File: src/rtl/gpio_wr_arbiter_pkg.sv
// gpio_pkg: shared definitions for the GPIO write arbiter.
//   state_e   - sequencer state encoding (IDLE / WRITE / HOLD)
//   GPIO_BASE - address of the GPIO/LED peripheral port served by this block
//   OWN_*     - requester identity, used for grant ownership and round-robin
package gpio_pkg;

  typedef enum logic [1:0] {
    ST_IDLE  = 2'd0,
    ST_WRITE = 2'd1,
    ST_HOLD  = 2'd2
  } state_e;

  localparam logic [31:0] GPIO_BASE = 32'hF000_0000;

  localparam logic OWN_CPU = 1'b0;
  localparam logic OWN_DBG = 1'b1;

endpackage

File: src/rtl/gpio_wr_arbiter_if.sv
// gpio_wr_arbiter_if: request/grant handshakes of the two writers plus the
// write strobe, data bus and status outputs toward the GPIO device.
//   master - requester side (CPU store path, debug writer, observers)
//   slave  - arbiter side
interface gpio_wr_arbiter_if;

  logic        cpu_req;
  logic [31:0] cpu_wdata;
  logic        dbg_req;
  logic [31:0] dbg_wdata;
  logic        cpu_gnt;
  logic        dbg_gnt;
  logic        GPIOf0000000_we;
  logic [31:0] Peripheral_in;
  logic        busy;
  logic        last_owner;
  logic [7:0]  write_cnt;

  modport master (
    output cpu_req, cpu_wdata, dbg_req, dbg_wdata,
    input  cpu_gnt, dbg_gnt, GPIOf0000000_we, Peripheral_in,
           busy, last_owner, write_cnt
  );

  modport slave (
    input  cpu_req, cpu_wdata, dbg_req, dbg_wdata,
    output cpu_gnt, dbg_gnt, GPIOf0000000_we, Peripheral_in,
           busy, last_owner, write_cnt
  );

endinterface

File: src/rtl/gpio_wr_arbiter_rr_arb2.sv
// rr_arb2: combinational two-way round-robin picker.
//   req_i[0]     - CPU request,  req_i[1] - debug request
//   last_owner_i - owner of the previous grant
//   valid_o      - at least one request pending
//   winner_o     - OWN_CPU / OWN_DBG
module rr_arb2
  import gpio_pkg::*;
(
  input  logic [1:0] req_i,
  input  logic       last_owner_i,
  output logic       valid_o,
  output logic       winner_o
);

  always_comb begin
    valid_o  = |req_i;
    winner_o = OWN_CPU;
    if (req_i == 2'b11) begin
      // contention: whoever did not win last time goes now
      winner_o = ~last_owner_i;
    end else if (req_i[1]) begin
      winner_o = OWN_DBG;
    end
  end

endmodule

File: src/rtl/gpio_wr_arbiter.sv
// gpio_wr_arbiter: shares the GPIO write strobe and data bus at GPIO_BASE
// between the CPU store path and a debug/pattern writer. One write per
// grant, then Peripheral_in is held stable for HOLD_CYCLES cycles.
//   clk  - system clock, rising edge
//   rst  - synchronous active-high reset
//   bus  - slave side of gpio_wr_arbiter_if (requests in; grants, strobe,
//          data, busy, last_owner, write_cnt out)
//
//   state    | meaning
//   ---------+-----------------------------------------------------------
//   ST_IDLE  | waiting for a request; arbitrates and captures write data
//   ST_WRITE | one cycle: winner's gnt and we high
//   ST_HOLD  | data held stable, hold counter runs down to zero
module gpio_wr_arbiter
  import gpio_pkg::*;
#(
  parameter int unsigned HOLD_CYCLES = 2,
  parameter int unsigned CNT_W       = 4
) (
  input logic              clk,
  input logic              rst,
  gpio_wr_arbiter_if.slave bus
);

  // HOLD_CYCLES-1 is only meaningful when a hold window exists
  localparam logic [CNT_W-1:0] HOLD_LOAD =
    (HOLD_CYCLES > 0) ? CNT_W'(HOLD_CYCLES - 1) : '0;

  state_e            state_q;
  logic [CNT_W-1:0]  cnt_q;
  logic [31:0]       pin_q;
  logic              we_q;
  logic              cpu_gnt_q;
  logic              dbg_gnt_q;
  logic              last_owner_q;
  logic [7:0]        write_cnt_q;

  logic              arb_valid;
  logic              arb_winner;

  rr_arb2 u_arb (
    .req_i        ({bus.dbg_req, bus.cpu_req}),
    .last_owner_i (last_owner_q),
    .valid_o      (arb_valid),
    .winner_o     (arb_winner)
  );

  always_ff @(posedge clk) begin
    if (rst) begin
      state_q      <= ST_IDLE;
      cnt_q        <= '0;
      pin_q        <= '0;
      we_q         <= 1'b0;
      cpu_gnt_q    <= 1'b0;
      dbg_gnt_q    <= 1'b0;
      // debug "owned" last, so the CPU wins the first contention
      last_owner_q <= OWN_DBG;
      write_cnt_q  <= '0;
    end else begin
      case (state_q)
        ST_IDLE: begin
          if (arb_valid) begin
            state_q      <= ST_WRITE;
            we_q         <= 1'b1;
            last_owner_q <= arb_winner;
            cpu_gnt_q    <= (arb_winner == OWN_CPU);
            dbg_gnt_q    <= (arb_winner == OWN_DBG);
            pin_q        <= (arb_winner == OWN_DBG) ? bus.dbg_wdata : bus.cpu_wdata;
          end
        end
        ST_WRITE: begin
          we_q        <= 1'b0;
          cpu_gnt_q   <= 1'b0;
          dbg_gnt_q   <= 1'b0;
          write_cnt_q <= write_cnt_q + 8'd1;
          if (HOLD_CYCLES != 0) begin
            cnt_q   <= HOLD_LOAD;
            state_q <= ST_HOLD;
          end else begin
            state_q <= ST_IDLE;
          end
        end
        ST_HOLD: begin
          if (cnt_q == '0) begin
            state_q <= ST_IDLE;
          end else begin
            cnt_q <= cnt_q - CNT_W'(1);
          end
        end
        default: state_q <= ST_IDLE;
      endcase
    end
  end

  assign bus.cpu_gnt         = cpu_gnt_q;
  assign bus.dbg_gnt         = dbg_gnt_q;
  assign bus.GPIOf0000000_we = we_q;
  assign bus.Peripheral_in   = pin_q;
  assign bus.busy            = (state_q != ST_IDLE);
  assign bus.last_owner      = last_owner_q;
  assign bus.write_cnt       = write_cnt_q;

endmodule

File: src/flat_wrapper.sv
// flat-port wrapper written by rule: the top's interface ports become plain ports
module gpio_wr_arbiter_flat import gpio_pkg::*;
#(
  parameter int unsigned HOLD_CYCLES = 2,
  parameter int unsigned CNT_W       = 4
)
  (clk, rst, bus_cpu_req, bus_cpu_wdata, bus_dbg_req, bus_dbg_wdata, bus_cpu_gnt, bus_dbg_gnt, bus_GPIOf0000000_we, bus_Peripheral_in, bus_busy, bus_last_owner, bus_write_cnt);
  gpio_wr_arbiter_if bus_i ();
  input logic clk;
  input logic rst;
  input wire logic [$bits(bus_i.cpu_req)-1:0] bus_cpu_req;
  input wire logic [$bits(bus_i.cpu_wdata)-1:0] bus_cpu_wdata;
  input wire logic [$bits(bus_i.dbg_req)-1:0] bus_dbg_req;
  input wire logic [$bits(bus_i.dbg_wdata)-1:0] bus_dbg_wdata;
  output wire logic [$bits(bus_i.cpu_gnt)-1:0] bus_cpu_gnt;
  output wire logic [$bits(bus_i.dbg_gnt)-1:0] bus_dbg_gnt;
  output wire logic [$bits(bus_i.GPIOf0000000_we)-1:0] bus_GPIOf0000000_we;
  output wire logic [$bits(bus_i.Peripheral_in)-1:0] bus_Peripheral_in;
  output wire logic [$bits(bus_i.busy)-1:0] bus_busy;
  output wire logic [$bits(bus_i.last_owner)-1:0] bus_last_owner;
  output wire logic [$bits(bus_i.write_cnt)-1:0] bus_write_cnt;
  assign bus_i.cpu_req = bus_cpu_req;
  assign bus_i.cpu_wdata = bus_cpu_wdata;
  assign bus_i.dbg_req = bus_dbg_req;
  assign bus_i.dbg_wdata = bus_dbg_wdata;
  assign bus_cpu_gnt = bus_i.cpu_gnt;
  assign bus_dbg_gnt = bus_i.dbg_gnt;
  assign bus_GPIOf0000000_we = bus_i.GPIOf0000000_we;
  assign bus_Peripheral_in = bus_i.Peripheral_in;
  assign bus_busy = bus_i.busy;
  assign bus_last_owner = bus_i.last_owner;
  assign bus_write_cnt = bus_i.write_cnt;
  gpio_wr_arbiter #(.HOLD_CYCLES(HOLD_CYCLES), .CNT_W(CNT_W)) u_core (.clk(clk), .rst(rst), .bus(bus_i));
endmodule
File: config.mk
export PLATFORM = sky130hd
export DESIGN_NAME = gpio_wr_arbiter_flat
export DESIGN_NICKNAME = d
export VERILOG_FILES = /design/src/rtl/gpio_wr_arbiter_pkg.sv /design/src/rtl/gpio_wr_arbiter_if.sv /design/src/rtl/gpio_wr_arbiter_rr_arb2.sv /design/src/rtl/gpio_wr_arbiter.sv /design/src/flat_wrapper.sv
export SDC_FILE = /design/constraint.sdc
export NUM_CORES = 1
export LEC_CHECK = 0
export ABC_AREA = 1
export CORE_MARGIN = 2
export CORE_UTILIZATION = 35
export DETAILED_ROUTE_END_ITERATION = 10
export GPL_TIMING_DRIVEN = 0
export PLACE_DENSITY = 0.71
export SYNTH_ARGS = -nofsm -noshare
export SYNTH_HDL_FRONTEND = slang
export SYNTH_SLANG_ARGS = --single-unit
File: constraint.sdc
create_clock -name clk -period 2.41 [get_ports clk]
set_clock_uncertainty 0.15 [all_clocks]
set_input_delay 0.482 -clock clk [delete_from_list [all_inputs] [get_ports clk]]
set_output_delay 0.482 -clock clk [all_outputs]
set_load 0.03 [all_outputs]
==> impl_results.md, run 1 <==
- Outcome: completed
- Adder-cell share of the synthesized area: 1.10%
- Mux contribution to synthesized area: 0%
- Synthesized area: 0.00228 mm²
- Relative slew slack: 66.4%
- Clock Pin Slew Worst Setup and Hold Paths: 0.09 ns
- Cell count after synthesis: 292
- I/O Buffers: 110
- Routed Antenna Nets: 0
- Worst r2r dst: u_core.bus.Peripheral_in[22]$_SDFFE_PP0P_
- CTS root buf: clkbuf_8
- Clock latency on the worst-skew pair: 0.30 ns
- Crit-path max cell delay: 0.68 ns
- Compound-Gate Fraction of Synth Area: 12.1%
- Critical Path, Cell by Cell: inv_2 > nand2_2 > clkdlybuf4s50_1
- M1 wire length: 3040 µm
- Gpl congestion: 0.782
- Die area: 0.00719 mm²
- CTS tree: done
- H-tree levels: 2
- Gr ovfl total: 0
- Min-delay worst type: flip-flop to flip-flop
- Sequential area share after synthesis: 43.8%
- Met2 routed WL: 3380 µm
- Initial antenna violation count: 0
- Worst path arrival time: 1.62 ns
- Library cells used by synthesis: 26
- Total routed wirelength: 6950 µm
- CTS Hold Bufs: 0
- Post CTS Setup Buffer Count: 0
- Pwr/cell area: 633 mW/mm²
- Sequential share of power: 41.9%
- DR vias/cell: 5.25
- CTS resizes: 0
- Core Footprint: 0.00631 mm²
- Setup crit end kind: output pin
- Cell Int Power: 1.54 mW
- Vias in the first global route: 2429
- Crit-path leading delay family: buffers and inverters
- Syn_nets: 362
- Hpwl dp: 5230 µm
- Design Area, Final: 0.00359 mm²
- Crit share post-route: 93.5%
- Starting Density: 36.2%
- Ports: 113
- DRC Markers: 0
- Pin count of the biggest net entering global routing: 16
- Routed vias: 2555
- Die width: 84.8 µm
- Final Hold Viols: 0
- Synthesis Warnings: 0
- Ratio of cells with drive above 1 in the final layout: 8.78%
- Fillers: 600
- Max Fclk: 444 MHz
- Clock power share: 25.7%
- Drt initial violations: 111
- R2R Setup Slk: 0.91 ns
- Worst-path fanout max: 4
- Critical Path Source Type: flip-flop
- NumNets Final: 479
- Global Route Usage Sum: 19.4%
- Worst Setup EP: bus_busy
- Sw power: 0.736 mW
- R2R Path Start: u_core.bus.last_owner$_SDFFE_PP1P_
- DR WL met3: 411 µm
- First-pass GRT wire length: 11300 µm
- Antenna Cells: 0
- Final-report setup violation count: 0
- Setup TNS: 0 ns
- Drt wl/cell: 14.3 µm
- CTS buffer count: 5
- Final core occ: 56.9%
- Slowest CP cell: clkdlybuf4s50_1
- Crit path kind: flip-flop to output pin
- Placed Area: 0.00348 mm²
- Worst slack at placement: 0.268 ns
- CTS Buffer Depth: 2
- Max Slew Vio Count: 0
- MaxCap Viol Count: 0
- Die height: 84.8 µm
- Worst slew pin tran: 0.504 ns
- Switch share: 32.4%
- Combinational family with the most area after synthesis: simple AND/OR/NAND/NOR gates
- Reg2reg path depth: 4
- Flops & latches, synth: 50
- Number of core rows: 29
- Top sig layer: met4
- DRT Pass-1 Iters: 5
- Clk sinks: 50
- Crit path buf inv count: 2
- P&R area growth vs syn: 57.2%
- Pleak: 1.31 nW
- Final WS setup: 0.157 ns
- Post-Syn Area per Cell: 7.82 µm²
- Post-Synth XOR/XNOR Area: 0.767%
- Worst setup path startpoint: u_core.state_q[0]$_SDFFE_PP0P_
- Storage cell area: 0.00100 mm²
- Max rail drop VDD: 0.334 mV
- Footprint of the multi-input gates: 0.00111 mm²
- CP Data Required Time: 1.78 ns
- Post-Synth Simple-Gate Area: 34.6%
- Levels on crit path: 3
- RSZ-0062 raised after global routing: no
- Min Tclk post-route: 2.25 ns
- Combinational cell fraction of total power: 32.3%
## worst register-to-register path: stages (launching register included)
cell and delay, ns:
dfxtp_1 0.34, nand2_2 0.15, clkbuf_1 0.43, nand4_1 0.16
a31oi_1 0.19
## how the worst min path moves through the flow
stage | startpoint | end | slack (ns) | cells past startpoint
floorplan | u_core.cnt_q[1]$_SDFFE_PP0P_ | u_core.cnt_q[1]$_SDFFE_PP0P_ | 0.32 | 2
global placement | u_core.bus.GPIOf0000000_we$_SDFFE_PP0P_ | u_core.bus.GPIOf0000000_we$_SDFFE_PP0P_ | 0.32 | 2
detailed placement | u_core.bus.GPIOf0000000_we$_SDFFE_PP0P_ | u_core.bus.GPIOf0000000_we$_SDFFE_PP0P_ | 0.32 | 2
CTS | u_core.bus.GPIOf0000000_we$_SDFFE_PP0P_ | u_core.bus.GPIOf0000000_we$_SDFFE_PP0P_ | 0.34 | 2
global route | u_core.bus.GPIOf0000000_we$_SDFFE_PP0P_ | u_core.bus.GPIOf0000000_we$_SDFFE_PP0P_ | 0.35 | 2
finish | u_core.bus.GPIOf0000000_we$_SDFFE_PP0P_ | u_core.bus.GPIOf0000000_we$_SDFFE_PP0P_ | 0.32 | 2
## final cells by class
type                       count  area share, %
sequential                    50           27.9
clock inverter                 3           1.12
clock buffer                   5           1.92
inverter                       9          0.941
multi-input combinational    209           30.9
buffer                        24           3.90
timing repair buffer         110           30.7
tap                           77           2.68
## metrics by stage
stage          instances  hold slack [ns]  power (mW)
3_5_place_dp         479            0.324        1.70
2_1_floorplan        292            0.324        1.38
3_3_place_gp         479            0.320        1.70
5_1_grt              487            0.350        2.39
6_report             487            0.325        2.27
4_1_cts              487            0.337        2.29
## power groups by stage
stage / combinational (mW) / sequential [mW] / clock (mW)
5_1_grt: 0.793 / 0.963 / 0.633
3_5_place_dp: 0.735 / 0.970 / 0
4_1_cts: 0.738 / 0.952 / 0.596
6_report: 0.734 / 0.952 / 0.585
2_1_floorplan: 0.279 / 1.10 / 0
3_3_place_gp: 0.729 / 0.969 / 0
## per-layer routing
layer | track usage (%) | up-vias
met2 | 32.5 | 83
met5 | 0 | -
li1 | - | 1271
met4 | 6.35 | 0
met1 | 24.5 | 1190
met3 | 4.62 | 11
## cells in the final DEF, fill, tap and decap left out
cell / Yosys / layout
clkdlybuf4s50_1: 0 / 110
nand2_1: 53 / 53
dfxtp_1: 50 / 50
nand3_1: 43 / 43
nand4_1: 32 / 32
a31oi_1: 32 / 32
nor2_1: 19 / 19
clkbuf_1: 10 / 10
a21oi_1: 9 / 9
buf_2: 7 / 7
inv_1: 6 / 6
clkbuf_8: 0 / 5
nand2_2: 4 / 4
buf_6: 4 / 4
nor2_4: 3 / 3
buf_4: 3 / 3
inv_2: 2 / 2
o21ai_0: 2 / 2
nor2_2: 2 / 2
xor2_1: 2 / 2
ha_1: 2 / 2
clkinv_2: 0 / 2
o21ai_4: 1 / 1
nand3_2: 1 / 1
clkinv_1: 1 / 1
nand3b_2: 1 / 1
nor3_1: 1 / 1
o21ai_1: 1 / 1
or2_0: 1 / 1
bufinv_16: 0 / 1
## synth_stat cells
cell / number / area (µm²)
o21ai_0: 2 / 10.0
nand3_1: 43 / 215
ha_1: 2 / 25.0
dfxtp_1: 50 / 1000
a21oi_1: 9 / 45.0
clkbuf_1: 10 / 37.5
o21ai_1: 1 / 5.00
buf_2: 7 / 35.0
buf_4: 3 / 22.5
a31oi_1: 32 / 200
nor2_4: 3 / 33.8
or2_0: 1 / 6.26
nand2_1: 53 / 199
inv_1: 6 / 22.5
inv_2: 2 / 7.51
nand2_2: 4 / 25.0
buf_6: 4 / 45.0
xor2_1: 2 / 17.5
o21ai_4: 1 / 16.3
nor2_1: 19 / 71.3
nand3b_2: 1 / 11.3
nor3_1: 1 / 5.00
clkinv_1: 1 / 3.75
nor2_2: 2 / 12.5
nand4_1: 32 / 200
nand3_2: 1 / 10.0
## sequential cells by signal (all words and copies together) (netlist names)
register / flops
u_core.bus.GPIOf0000000_we: 1
u_core.bus.dbg_gnt: 1
u_core.state_q: 2
u_core.bus.last_owner: 1
u_core.bus.cpu_gnt: 1
u_core.cnt_q: 4
u_core.bus.Peripheral_in: 32
u_core.bus.write_cnt: 8
## cells by family (layout without fill, tap and decap cells)
family                     Yosys count  in the layout
DFF                                 50             50
xor gates and xnor gates             2              2
AOI/OAI and AO/OA                   45             45
adders and majority gates            2              2
buffers and inverters               33            151
and+or+nand+nor                    160            160
No activity file was read; power rests on OpenSTA's default activity.
==> run 2: changes to the inputs <==
--- a/config.mk
+++ b/config.mk
@@ -8,9 +8,10 @@
 export ABC_AREA = 1
 export CORE_MARGIN = 2
 export CORE_UTILIZATION = 35
+export CTS_CLUSTER_DIAMETER = 50
 export DETAILED_ROUTE_END_ITERATION = 10
 export GPL_TIMING_DRIVEN = 0
-export PLACE_DENSITY = 0.71
+export PLACE_DENSITY = 0.69
 export SYNTH_ARGS = -nofsm -noshare
 export SYNTH_HDL_FRONTEND = slang
 export SYNTH_SLANG_ARGS = --single-unit
==> impl_results.md, run 2 (synthesis results as in run 1) <==
- Crit-path leading delay family: buffers and inverters (unchanged)
- Antenna Cells: 0 (unchanged)
- Pin count of the biggest net entering global routing: 15 (was 16)
- CTS resizes: 0 (unchanged)
- CTS buffer count: 5 (unchanged)
- Pwr/cell area: 626 mW/mm² (was 633 mW/mm²)
- DRT Pass-1 Iters: 4 (was 5)
- Most frequent cells in the layout: 110 x clkdlybuf4s50_1, 53 x nand2_1, 50 x dfxtp_1, 43 x nand3_1 (unchanged)
- Final-report setup violation count: 0 (unchanged)
- Clk sinks: 50 (unchanged)
- Final WS setup: 0.152 ns (was 0.157 ns)
- First-pass GRT wire length: 11300 µm (about the same)
- Crit path buf inv count: 2 (unchanged)
- Max Fclk: 443 MHz (was 444 MHz)
- Die width: 84.8 µm (unchanged)
- H-tree levels: 2 (unchanged)
- Crit path kind: flip-flop to output pin (unchanged)
- Worst slew pin tran: 0.491 ns (was 0.504 ns)
- Starting Density: 36.2% (unchanged)
- Core Footprint: 0.00631 mm² (unchanged)
- Gpl congestion: 0.798 (was 0.782)
- Final core occ: 56.9% (about the same)
- DR vias/cell: 5.11 (was 5.25)
- Routed Antenna Nets: 0 (unchanged)
- CP Data Required Time: 1.78 ns (about the same)
- Min Tclk post-route: 2.26 ns (was 2.25 ns)
- Pleak: 1.31 nW (about the same)
- Gr ovfl total: 0 (unchanged)
- Outcome: completed (unchanged)
- I/O Buffers: 110 (unchanged)
- CTS root buf: clkbuf_8 (unchanged)
- Max Slew Vio Count: 0 (unchanged)
- Vias in the first global route: 2400 (was 2429)
- RSZ-0062 raised after global routing: no (unchanged)
- Total routed wirelength: 6930 µm (was 6950 µm)
- Finished Layout Cells: 487 (unchanged)
- Slowest CP cell: clkdlybuf4s50_1 (unchanged)
- Max reg flops: 32 (unchanged)
- Relative slew slack: 67.2% (was 66.4%)
- MaxCap Viol Count: 0 (unchanged)
- Routed vias: 2490 (was 2555)
- Design Area, Final: 0.00359 mm² (about the same)
- Final Hold Viols: 0 (unchanged)
- Commonest non-fill, non-tap cell in the layout: clkdlybuf4s50_1 (unchanged)
- Critical Path, Cell by Cell: inv_2 > nand2_2 > clkdlybuf4s50_1 (unchanged)
- Number of core rows: 29 (unchanged)
- P&R area growth vs syn: 57.3% (was 57.2%)
- Critical Path Source Type: flip-flop (unchanged)
- Drt wl/cell: 14.2 µm (was 14.3 µm)
- NumNets Final: 479 (unchanged)
- DRC Markers: 0 (unchanged)
- Die area: 0.00719 mm² (unchanged)
- Setup TNS: 0 ns (unchanged)
- Worst slack at placement: 0.290 ns (was 0.268 ns)
- Global Route Usage Sum: 19.4% (about the same)
- CTS Hold Bufs: 0 (unchanged)
- Min-delay worst type: flip-flop to flip-flop (unchanged)
- Worst path arrival time: 1.63 ns (was 1.62 ns)
- Final hold slack: 0.308 ns (was 0.325 ns)
- Worst-path fanout max: 3 (was 4)
- CTS tree: done (unchanged)
- Clock Pin Slew Worst Setup and Hold Paths: 0.09 ns (about the same)
- Crit-path max cell delay: 0.67 ns (was 0.68 ns)
- Ratio of cells with drive above 1 in the final layout: 8.78% (unchanged)
- Die height: 84.8 µm (unchanged)
- Max rail drop VDD: 0.267 mV (was 0.334 mV)
- Ports: 113 (unchanged)
- Crit share post-route: 93.7% (was 93.5%)
- Hpwl dp: 5150 µm (was 5230 µm)
- Initial antenna violation count: 0 (unchanged)
- Drt initial violations: 94 (was 111)
- CTS Buffer Depth: 2 (unchanged)
- Post CTS Setup Buffer Count: 0 (unchanged)
- Placed cells: 479 (unchanged)
- Clock latency on the worst-skew pair: 0.30 ns (about the same)
- Final Total Pwr: 2.25 mW (was 2.27 mW)
- Placed Area: 0.00348 mm² (unchanged)
- Setup crit end kind: output pin (unchanged)
## run 2: cell types whose count changed in the layout (fill, tap and decap cells not counted), sizes merged
cell / delta
clkbuf: +3
bufinv: -1
clkinv: -2
## run 2: final timing paths
path | start | cells past startpoint | to | slack, ns
worst max-delay path | u_core.state_q[1]$_SDFFE_PP0P_ | 3 | bus_busy | 0.15
worst min-delay path | u_core.bus.GPIOf0000000_we$_SDFFE_PP0P_ | 2 | u_core.bus.GPIOf0000000_we$_SDFFE_PP0P_ | 0.31
worst max register to register | u_core.bus.last_owner$_SDFFE_PP1P_ | 4 | u_core.bus.Peripheral_in[27]$_SDFFE_PP0P_ | 0.95
worst min register to register | u_core.bus.GPIOf0000000_we$_SDFFE_PP0P_ | 2 | u_core.bus.GPIOf0000000_we$_SDFFE_PP0P_ | 0.31
## run 2: final cells by class
cell class	count	area, µm²
Fill cell	606	2720
Timing Repair Buffer	110	1100
Inverter	9	33.8
Multi-Input combinational cell	209	1110
Buffer	24	140
Sequential cell	50	1000
Clock buffer	8	110
Tap cell	77	96.3
## run 2: routing by layer
layer | up-vias | wire, µm | GRT usage, % | part of all wire (%)
li1 | 1271 | - | - | -
met2 | 95 | 3220 | 31.1 | 46
met1 | 1114 | 3120 | 25.2 | 45
met5 | - | 0 | 0 | 0
met3 | 10 | 482 | 5.70 | 7.0
met4 | 0 | 105 | 6.20 | 1.5
## run 2: where the power goes
| part | leakage (nW) | internal [mW] | switching [mW] | total, mW |
|---|---|---|---|---|
| combinational | 0.837 | 0.327 | 0.400 | 0.727 |
| clock | 0.0575 | 0.290 | 0.278 | 0.568 |
| sequential | 0.411 | 0.903 | 0.0513 | 0.954 |
## run 2: worst register-to-register path: cells and delay by family, from the launching register on
| family | cells | cell delay (ns) |
|---|---|---|
| AO/OA/AOI/OAI | 1 | 0.19 |
| buffers and inverters | 1 | 0.38 |
| flip-flops | 1 | 0.35 |
| AND/OR/NAND/NOR | 2 | 0.32 |
==> run 3: changes to the inputs <==
--- a/config.mk
+++ b/config.mk
@@ -7,11 +7,11 @@
 export LEC_CHECK = 0
 export ABC_AREA = 1
 export CORE_MARGIN = 2
-export CORE_UTILIZATION = 35
+export CORE_UTILIZATION = 43
 export CTS_CLUSTER_DIAMETER = 50
 export DETAILED_ROUTE_END_ITERATION = 10
 export GPL_TIMING_DRIVEN = 0
-export PLACE_DENSITY = 0.69
+export PLACE_DENSITY = 0.83
 export SYNTH_ARGS = -nofsm -noshare
 export SYNTH_HDL_FRONTEND = slang
 export SYNTH_SLANG_ARGS = --single-unit
==> constraint.sdc (replaced) <==
create_clock -name clk -period 2.41 [get_ports clk]
set_clock_uncertainty 0.15 [all_clocks]
set_input_delay 0.3615 -clock clk [delete_from_list [all_inputs] [get_ports clk]]
set_output_delay 0.3615 -clock clk [all_outputs]
set_load 0.03 [all_outputs]
==> impl_results.md, run 3 (synthesis results as in run 1) <==
- Pleak: 1.30 nW (was 1.31 nW)
- Total routed wirelength: 7070 µm (was 6930 µm)
- RSZ-0062 raised after global routing: no (unchanged)
- Outcome: completed (unchanged)
- Pin count of the biggest net entering global routing: 15 (unchanged)
- Crit-path leading delay family: buffers and inverters (unchanged)
- Sequential share of power: 42.2% (was 42.4%)
- I/O Buffers: 110 (unchanged)
- GR met2 Demand/Resource: 38.3% (was 31.1%)
- Slowest CP cell: clkdlybuf4s50_1 (unchanged)
- Final Hold Viols: 0 (unchanged)
- Storage cell area: 0.00100 mm² (unchanged)
- Routed vias: 2603 (was 2490)
- Vias in the first global route: 2538 (was 2400)
- Final core occ: 70.1% (was 56.9%)
- Pwr/cell area: 635 mW/mm² (was 626 mW/mm²)
- CP Data Required Time: 1.90 ns (was 1.78 ns)
- Initial antenna violation count: 0 (unchanged)
- Met1 usage in global routing: 28.9% (was 25.2%)
- Crit share post-route: 89.6% (was 93.7%)
- Clock Pin Slew Worst Setup and Hold Paths: 0.09 ns (about the same)
- Starting Density: 44.7% (was 36.2%)
- Die height: 76.9 µm (was 84.8 µm)
- Die area: 0.00591 mm² (was 0.00719 mm²)
- CTS root buf: clkbuf_8 (unchanged)
- Critical Path Source Type: flip-flop (unchanged)
- Reg2reg path depth: 4 (unchanged)
- Crit path buf inv count: 2 (unchanged)
- Crit path kind: flip-flop to output pin (unchanged)
- Max Fclk: 463 MHz (was 443 MHz)
- Final hold slack: 0.239 ns (was 0.308 ns)
- Critical Path, Cell by Cell: inv_2 > nand2_2 > clkdlybuf4s50_1 (unchanged)
- Commonest non-fill, non-tap cell in the layout: clkdlybuf4s50_1 (unchanged)
- Min Tclk post-route: 2.16 ns (was 2.26 ns)
- Levels on crit path: 3 (unchanged)
- Final-report setup violation count: 0 (unchanged)
- H-tree levels: 2 (unchanged)
- Combinational cell fraction of total power: 32.3% (about the same)
- CTS Hold Bufs: 0 (unchanged)
- Most frequent cells in the layout: 110 x clkdlybuf4s50_1, 53 x nand2_1, 50 x dfxtp_1, 43 x nand3_1 (unchanged)
- Clk sinks: 50 (unchanged)
- Routed Antenna Nets: 0 (unchanged)
- Clock power share: 25.6% (was 25.3%)
- Switch share: 32.2% (was 32.4%)
- GR peak layer: met2 (unchanged)
- DRT Pass-1 Iters: 4 (unchanged)
- DRC Markers: 0 (unchanged)
- Ratio of cells with drive above 1 in the final layout: 8.29% (was 8.78%)
- Setup TNS: 0 ns (unchanged)
- Max rail drop VDD: 0.294 mV (was 0.267 mV)
- Antenna Cells: 0 (unchanged)
- Relative slew slack: 68.3% (was 67.2%)
- Max reg flops: 32 (unchanged)
- Gpl congestion: 0.829 (was 0.798)
- CTS resizes: 0 (unchanged)
- Footprint of the multi-input gates: 0.00111 mm² (unchanged)
- Hold path cells: 3 (was 2)
- Global Route Usage Sum: 23.6% (was 19.4%)
- Clock latency on the worst-skew pair: 0.30 ns (about the same)
- CTS tree: done (unchanged)
- Post CTS Setup Buffer Count: 0 (unchanged)
- Crit-path max cell delay: 0.68 ns (was 0.67 ns)
- DR vias/cell: 5.42 (was 5.11)
- Core Footprint: 0.00511 mm² (was 0.00631 mm²)
- Cell Int Power: 1.54 mW (was 1.52 mW)
- P&R area growth vs syn: 56.7% (was 57.3%)
- Worst slew pin tran: 0.475 ns (was 0.491 ns)
- CTS buffer count: 5 (unchanged)
- Hpwl dp: 5270 µm (was 5150 µm)
- Gr ovfl total: 0 (unchanged)
- Min-delay worst type: primary input to flip-flop (was flip-flop to flip-flop)
- Drt initial violations: 155 (was 94)
- Grt met3 use: 7.88% (was 5.70%)
- Worst path arrival time: 1.65 ns (was 1.63 ns)
- NumNets Final: 479 (unchanged)
- Ports: 113 (unchanged)
- Worst-path fanout max: 3 (unchanged)
- Number of core rows: 26 (was 29)
- Drt wl/cell: 14.7 µm (was 14.2 µm)
- Max Slew Vio Count: 0 (unchanged)
- Setup crit end kind: output pin (unchanged)
- Die width: 76.9 µm (was 84.8 µm)
- Final Total Pwr: 2.27 mW (was 2.25 mW)
- CTS Buffer Depth: 2 (unchanged)
- Fillers: 442 (was 606)
- Sw power: 0.731 mW (was 0.730 mW)
- First-pass GRT wire length: 11400 µm (was 11300 µm)
- MaxCap Viol Count: 0 (unchanged)
-- run 3: cell types whose count changed in the layout (fill, tap and decap cells not counted) --
cell and change:
clkbuf_8 -3, clkbuf_1 +2, bufinv_16 +1
-- run 3: power groups by stage --
stage	registers, mW	clock network [mW]	logic [mW]
after CTS	0.956	0.586	0.736
after global placement	0.974	0	0.721
after detailed placement	0.973	0	0.733
after global routing	0.968	0.629	0.786
final	0.958	0.581	0.733
after floorplan	1.10	0	0.279
-- run 3: final timing paths --
path	start	slack (ns)	end
max	u_core.state_q[1]$_SDFFE_PP0P_	0.25	bus_busy
min reg2reg	u_core.bus.GPIOf0000000_we$_SDFFE_PP0P_	0.32	u_core.bus.GPIOf0000000_we$_SDFFE_PP0P_
min	bus_dbg_req	0.24	u_core.bus.Peripheral_in[2]$_SDFFE_PP0P_
max reg2reg	u_core.bus.last_owner$_SDFFE_PP1P_	0.91	u_core.bus.Peripheral_in[31]$_SDFFE_PP0P_
-- run 3: metrics by stage --
step | setup slack, ns | cell area, µm² | std cells
floorplan | 0.988 | 2280 | 292
global placement | 0.459 | 3470 | 472
detailed placement | 0.428 | 3470 | 472
CTS | 0.248 | 3580 | 480
global route | 0.156 | 3580 | 480
finish | 0.251 | 3580 | 480
-- run 3: area by class of cell --
type / count / share of cell area, %
Clock buffer: 7 / 2.13
Sequential cell: 50 / 28.0
Buffer: 24 / 3.92
Clock inverter: 1 / 0.839
Inverter: 9 / 0.944
Multi-Input combinational cell: 209 / 31.0
Tap cell: 70 / 2.45
Timing Repair Buffer: 110 / 30.8
-- run 3: layer usage --
layer	wire, µm	share of wire [%]
met5	0	0
met4	195	2.8
met3	590	8.3
met2	3360	47
met1	2930	41
-- run 3: worst reg2reg max path: cells and delay by family, from the launching register on --
kind	cells	cell delay (ns)
compound gates	1	0.19
buf+inv	1	0.39
flops	1	0.36
simple gates	2	0.34
